$ cat config.mk
export PLATFORM = sky130hd
export DESIGN_NAME = stream_sel_mux
export DESIGN_NICKNAME = d
export VERILOG_FILES = /design/src/rtl/stream_sel_mux.sv
export SDC_FILE = /design/constraint.sdc
export NUM_CORES = 1
export LEC_CHECK = 0
export CAP_MARGIN = 20
export CORE_MARGIN = 2
export CORE_UTILIZATION = 25
export CTS_BUF_LIST = sky130_fd_sc_hd__clkbuf_4 sky130_fd_sc_hd__clkbuf_8 sky130_fd_sc_hd__clkbuf_16
export CTS_CLUSTER_DIAMETER = 40
export DETAILED_ROUTE_END_ITERATION = 8
export SKIP_CTS_REPAIR_TIMING = 1
export SYNTH_ARGS = -nofsm -noshare
export SYNTH_HDL_FRONTEND = slang
export SYNTH_SLANG_ARGS = --single-unit
$ cat constraint.sdc
create_clock -name clk -period 3.18 [get_ports clk]
set_clock_uncertainty 0.1 [all_clocks]
set_input_delay 0.636 -clock clk [delete_from_list [all_inputs] [get_ports clk]]
set_output_delay 0.636 -clock clk [all_outputs]
set_load 0.02 [all_outputs]
$ cat src/rtl/stream_sel_mux.sv
// stream_sel_mux: N-to-1 stream multiplexer with a one-beat output register.
// Channels are picked round-robin, starting the search at a rotating pointer.
// Define STREAM_SEL_MUX_LOCK_EN to build with packet locking. A channel that
// sends a beat with in_last=0 then keeps the grant until it sends in_last=1.
// Without the macro every beat is arbitrated on its own. in_last is still
// carried through to out_last.

module stream_sel_mux #(
    parameter  int WIDTH    = 32,
    parameter  int CHANNELS = 4,
    localparam int SEL_W    = (CHANNELS > 1) ? $clog2(CHANNELS) : 1
) (
    input  logic                      clk,
    input  logic                      rst_n,
    input  logic [CHANNELS-1:0]       in_valid,
    input  logic [CHANNELS*WIDTH-1:0] in_data,
    input  logic [CHANNELS-1:0]       in_last,
    output logic [CHANNELS-1:0]       in_ready,
    output logic                      out_valid,
    input  logic                      out_ready,
    output logic [WIDTH-1:0]          out_data,
    output logic                      out_last,
    output logic [SEL_W-1:0]          out_chan
);

    // Output holding register and arbitration pointer
    logic                r_valid;
    logic [WIDTH-1:0]    r_data;
    logic                r_last;
    logic [SEL_W-1:0]    r_chan;
    logic [SEL_W-1:0]    r_ptr;

    // Arbitration and handshake wires
    logic                w_load_en;
    logic                w_xfer;
    logic                w_rr_vld;
    logic [SEL_W-1:0]    w_rr_idx;
    logic [SEL_W:0]      w_sum;
    logic [CHANNELS-1:0] w_rot;
    logic [SEL_W-1:0]    w_grant;
    logic                w_cand_vld;
    logic                w_grant_vld;
    logic                w_sel_valid;
    logic                w_sel_last;
    logic [WIDTH-1:0]    w_sel_data;
    logic [SEL_W-1:0]    w_grant_inc;
    logic                w_ptr_upd;

`ifdef STREAM_SEL_MUX_LOCK_EN
    typedef enum logic {
        UNLOCKED = 1'b0,
        LOCKED   = 1'b1
    } state_t;

    state_t           r_state;
    state_t           w_state_nxt;
    logic [SEL_W-1:0] r_lock_chan;
    logic [SEL_W-1:0] w_lock_nxt;
`endif

    // The register can take a new beat when it is empty or is being drained.
    assign w_load_en = !r_valid || out_ready;

    // Rotate in_valid so that bit 0 is the channel at ptr. The first set bit
    // is then the round-robin winner. Its offset is added back onto ptr,
    // modulo CHANNELS.
    always_comb begin
        w_rot    = CHANNELS'({in_valid, in_valid} >> r_ptr);
        w_rr_vld = 1'b0;
        w_sum    = '0;
        for (int k = 0; k < CHANNELS; k++) begin
            if (!w_rr_vld && w_rot[k]) begin
                w_rr_vld = 1'b1;
                w_sum    = {1'b0, r_ptr} + (SEL_W+1)'(k);
            end
        end
        if (w_sum >= (SEL_W+1)'(CHANNELS))
            w_rr_idx = SEL_W'(w_sum - (SEL_W+1)'(CHANNELS));
        else
            w_rr_idx = SEL_W'(w_sum);
    end

    // Pick the candidate channel. A held lock overrides round-robin, even when
    // the locked channel is idle.
    always_comb begin
        w_grant    = w_rr_idx;
        w_cand_vld = w_rr_vld;
`ifdef STREAM_SEL_MUX_LOCK_EN
        if (r_state == LOCKED) begin
            w_grant    = r_lock_chan;
            w_cand_vld = 1'b1;
        end
`endif
    end

    // Select valid, last and data of the candidate channel.
    always_comb begin
        w_sel_valid = 1'b0;
        w_sel_last  = 1'b0;
        w_sel_data  = '0;
        for (int k = 0; k < CHANNELS; k++) begin
            if (w_grant == SEL_W'(k)) begin
                w_sel_valid = in_valid[k];
                w_sel_last  = in_last[k];
                w_sel_data  = in_data[k*WIDTH +: WIDTH];
            end
        end
    end

    // A grant needs a valid beat on the candidate channel.
    assign w_grant_vld = w_cand_vld && w_sel_valid;

    // A transfer needs a grant and room in the output register.
    // Reset blocks all transfers.
    assign w_xfer      = rst_n && w_grant_vld && w_load_en;

    // Only the granted channel sees ready. It is the same as the transfer strobe.
    always_comb begin
        in_ready = '0;
        for (int k = 0; k < CHANNELS; k++)
            in_ready[k] = w_xfer && (w_grant == SEL_W'(k));
    end

    // The channel after the grant, wrapping to 0 past the top channel.
    assign w_grant_inc = (w_grant == SEL_W'(CHANNELS - 1)) ? '0 : w_grant + 1'b1;

`ifdef STREAM_SEL_MUX_LOCK_EN
    // Next state: a non-last beat while unlocked takes the lock; a last beat
    // releases it.
    always_comb begin
        w_state_nxt = r_state;
        w_lock_nxt  = r_lock_chan;
        if (w_xfer) begin
            case (r_state)
                UNLOCKED: begin
                    if (!w_sel_last) begin
                        w_state_nxt = LOCKED;
                        w_lock_nxt  = w_grant;
                    end
                end
                LOCKED: begin
                    if (w_sel_last)
                        w_state_nxt = UNLOCKED;
                end
                default: w_state_nxt = UNLOCKED;
            endcase
        end
    end

    // Lock state register. Reset drops any partial packet lock.
    always_ff @(posedge clk) begin
        if (!rst_n) begin
            r_state     <= UNLOCKED;
            r_lock_chan <= '0;
        end else begin
            r_state     <= w_state_nxt;
            r_lock_chan <= w_lock_nxt;
        end
    end

    // The pointer moves only when a transfer leaves the mux unlocked.
    // While locked, w_grant is the lock channel, so this covers the release.
    assign w_ptr_upd = w_xfer && (w_state_nxt == UNLOCKED);
`else
    assign w_ptr_upd = w_xfer;
`endif

    // Round-robin pointer: the search restarts just after the last winner.
    always_ff @(posedge clk) begin
        if (!rst_n)
            r_ptr <= '0;
        else if (w_ptr_upd)
            r_ptr <= w_grant_inc;
    end

    // Output register: load on transfer, empty on drain without refill.
    // Hold the contents otherwise.
    always_ff @(posedge clk) begin
        if (!rst_n) begin
            r_valid <= 1'b0;
            r_data  <= '0;
            r_last  <= 1'b0;
            r_chan  <= '0;
        end else if (w_xfer) begin
            r_valid <= 1'b1;
            r_data  <= w_sel_data;
            r_last  <= w_sel_last;
            r_chan  <= w_grant;
        end else if (r_valid && out_ready) begin
            r_valid <= 1'b0;
        end
    end

    assign out_valid = r_valid;
    assign out_data  = r_data;
    assign out_last  = r_last;
    assign out_chan  = r_chan;

endmodule

==> metrics <==
critical path class in -> out; critical path peak fanout 5; Yosys warning total 0; Clk pwr share 9.6%; part of the Yosys area used for sequential elements 34.5%; vias per inst 5.31; r2r endpoint out_data[8]$_SDFFE_PN0P_; fin worst setup slack 64.6 ps; min cycle time layout 3120 ps; Pwr Density 843 mW/mm^2; Flop pwr share 22.4%; PortBufs 178; cell taking the most area after synthesis dfxtp_1; post-route ant nets 0; most common cell in the netlist dfxtp_1; Post-synth EDFFs 0; Die ar. 0.00959 sq mm; io pins 179; P_sw 1.66 mW; Slew @ Worst Pin 432 ps; die width 97.9 um; flop-to-flop setup slack 670 ps; Syn-to-layout area delta 100%; clock latency on the worst-skew pair 280 ps; initial antenna violation count 0; Critical Path Source Type primary input; Max-Slew Margin vs Limit 71.2%; worst r2r src r_ptr[1]$_SDFFE_PN0P_; DR WL/cell 17.5 um; ANT cells 0; post-synthesis register bit count 38; final setup vio count 0; die height 97.9 um; Commonest cells post-synth 38 x dfxtp_1, 37 x o211ai_1, 32 x a221oi_1, 32 x o22ai_1, 32 x o31ai_1; fin crit share 98.0%; syn avg cell area 8.75 sq um; combinational share of power 68.0%; initial detailed-routing violation count 42; first-pass GRT wire length 14.4 mm; switching fraction of total power 44.8%; DRC 0; global-route usage over all layers 18.3%; DRT Pass-1 Iters 4; CTS buffer count 5; Placer Congestion 0.781; Post-Layout Cell Count 540; Max Cap Violations 0; worst-case clock buffer depth 2; Reg2Reg Depth 9; cell area after synthesis 0.00220 sq mm; Slowest-stage cell, CP or2_4; worst hold path class reg -> reg; vias in the first global route 2860; core box area 0.00864 sq mm; CP Data Required Time 2440 ps; CTS tree done; top cell type's share of synthesized area 34.5%; grt ovf 0; Leak 1.55 nW; Vias 2869; Hold EP out_chan[0]$_SDFFE_PN0P_; post-synth cell types 31; Worst-path clk slew 70 ps; Crit. End Element output port; worst path bufs/invs 3; FFs w/ async S/R, synth 0%; CP max stage delay 310 ps; f_max 321 MHz; Pint 2.05 mW; layout cell share with drive strength beyond 1 13.9%; Site Rows 34; HPWL after detailed placement 6.69 mm; Slew Viols, Final 0; # placed instances 531; hold wc startpoint out_chan[0]$_SDFFE_PN0P_; hold-critical path depth 2; status completed; dpl ws -865 ps; Starting Density 25.5%; VDD IR max 0.000368 V; largest net degree at the start of global routing 39; H-Tree Depth 2; ys flop type dfxtp_1; Synth area leaders dfxtp_1 35%, a221oi_1 13%, o211ai_1 13%; critical path depth in cells 10; Root Buffer clkbuf_8; CP Cell Sequence buf_4 -> mux2i_2 -> o221a_4 -> inv_4 -> ha_4 -> nor3b_1 -> a221o_1 -> or2_4 -> nor2_4 -> buf_6; post-synthesis instance total 252; clk sinks 38; Arr. time, crit path 2380 ps; CP top delay family compound AO/OA/AOI/OAI gates; final WL 9.45 mm; fin nets 574; Post-Syn Nets 395; Hold Fails Final Rpt 0
-- final cells by class --
class | instances | area [sq um]
multi-input combinational | 172 | 1380
sequential | 38 | 764
inverter | 9 | 36.3
fill | 819 | 4230
clock buffer | 7 | 90.1
timing repair buffer | 205 | 2000
tap | 108 | 135
clock inverter | 1 | 5.00
-- cells in the final DEF (no fill, tap or decap), types with 2 or more instances in the layout --
cell             count
dlymetal6s2s_1       2
o21ai_1              5
inv_1                6
buf_6                4
clkbuf_8             6
a21oi_2              2
nand2_1              6
o22ai_1             32
clkbuf_2             2
clkdlybuf4s50_1    170
nand2b_1             2
ha_4                 4
o31ai_1             32
dfxtp_1             37
a221oi_1            32
nor2_4               3
o211ai_1            37
buf_4               26
-- tightest hold or removal path: stages, from the launching register on --
cell	delay, ps
dfxtp_1	310
o211ai_1	80
o21ai_1	60
-- through the flow --
step	area (sq um)	hold slack [ps]	total power, mW	util [%]	TNS [ps]
5_1_grt	4410	429	3.98	51.1	-15.0
3_5_place_dp	4190	391	3.26	48.5	-9350
6_report	4410	399	3.72	51.1	0
3_3_place_gp	4190	386	3.24	48.5	-7630
2_1_floorplan	2210	384	2.19	-	-87.9
4_1_cts	4290	407	3.63	49.6	-2980
-- power groups by stage --
stage,Sequential [mW],Combinational (mW),Clock (mW)
2_1_floorplan,1.10,1.09,0
3_5_place_dp,0.838,2.42,0
3_3_place_gp,0.824,2.41,0
6_report,0.832,2.53,0.358
4_1_cts,0.827,2.43,0.374
5_1_grt,0.864,2.72,0.389
-- state kept, by name (all words and copies together), names as in the netlist --
name / cells
r_ptr: 2
out_data: 32
out_valid: 1
out_chan: 2
out_last: 1
-- kinds of logic after synthesis --
logic type | synth area share, %
DFF | 34.5
muxes | 0.454
and+or+nand+nor | 4.03
adders and majority gates | 2.27
AOI/OAI and AO/OA | 50.1
buffers and inverters | 8.63
-- how the worst max path moves through the flow --
stage	slack, ps	end	startpoint
floorplan	-30	in_ready[0]	in_valid[0]
global placement	-850	in_ready[1]	in_valid[0]
detailed placement	-860	in_ready[1]	in_valid[0]
CTS	-870	in_ready[1]	in_valid[0]
global route	-10	in_ready[1]	in_valid[0]
finish	60	in_ready[1]	in_valid[0]
-- metal layers --
layer | track usage, % | part of all wire (%) | vias up
li1 | - | - | 1406
met1 | 21.5 | 40 | 1327
met2 | 33.3 | 51 | 124
met3 | 3.72 | 7.4 | 12
met4 | 5.34 | 1.7 | 0
met5 | 0 | 0 | -
Power figures use the tool's default switching activity.
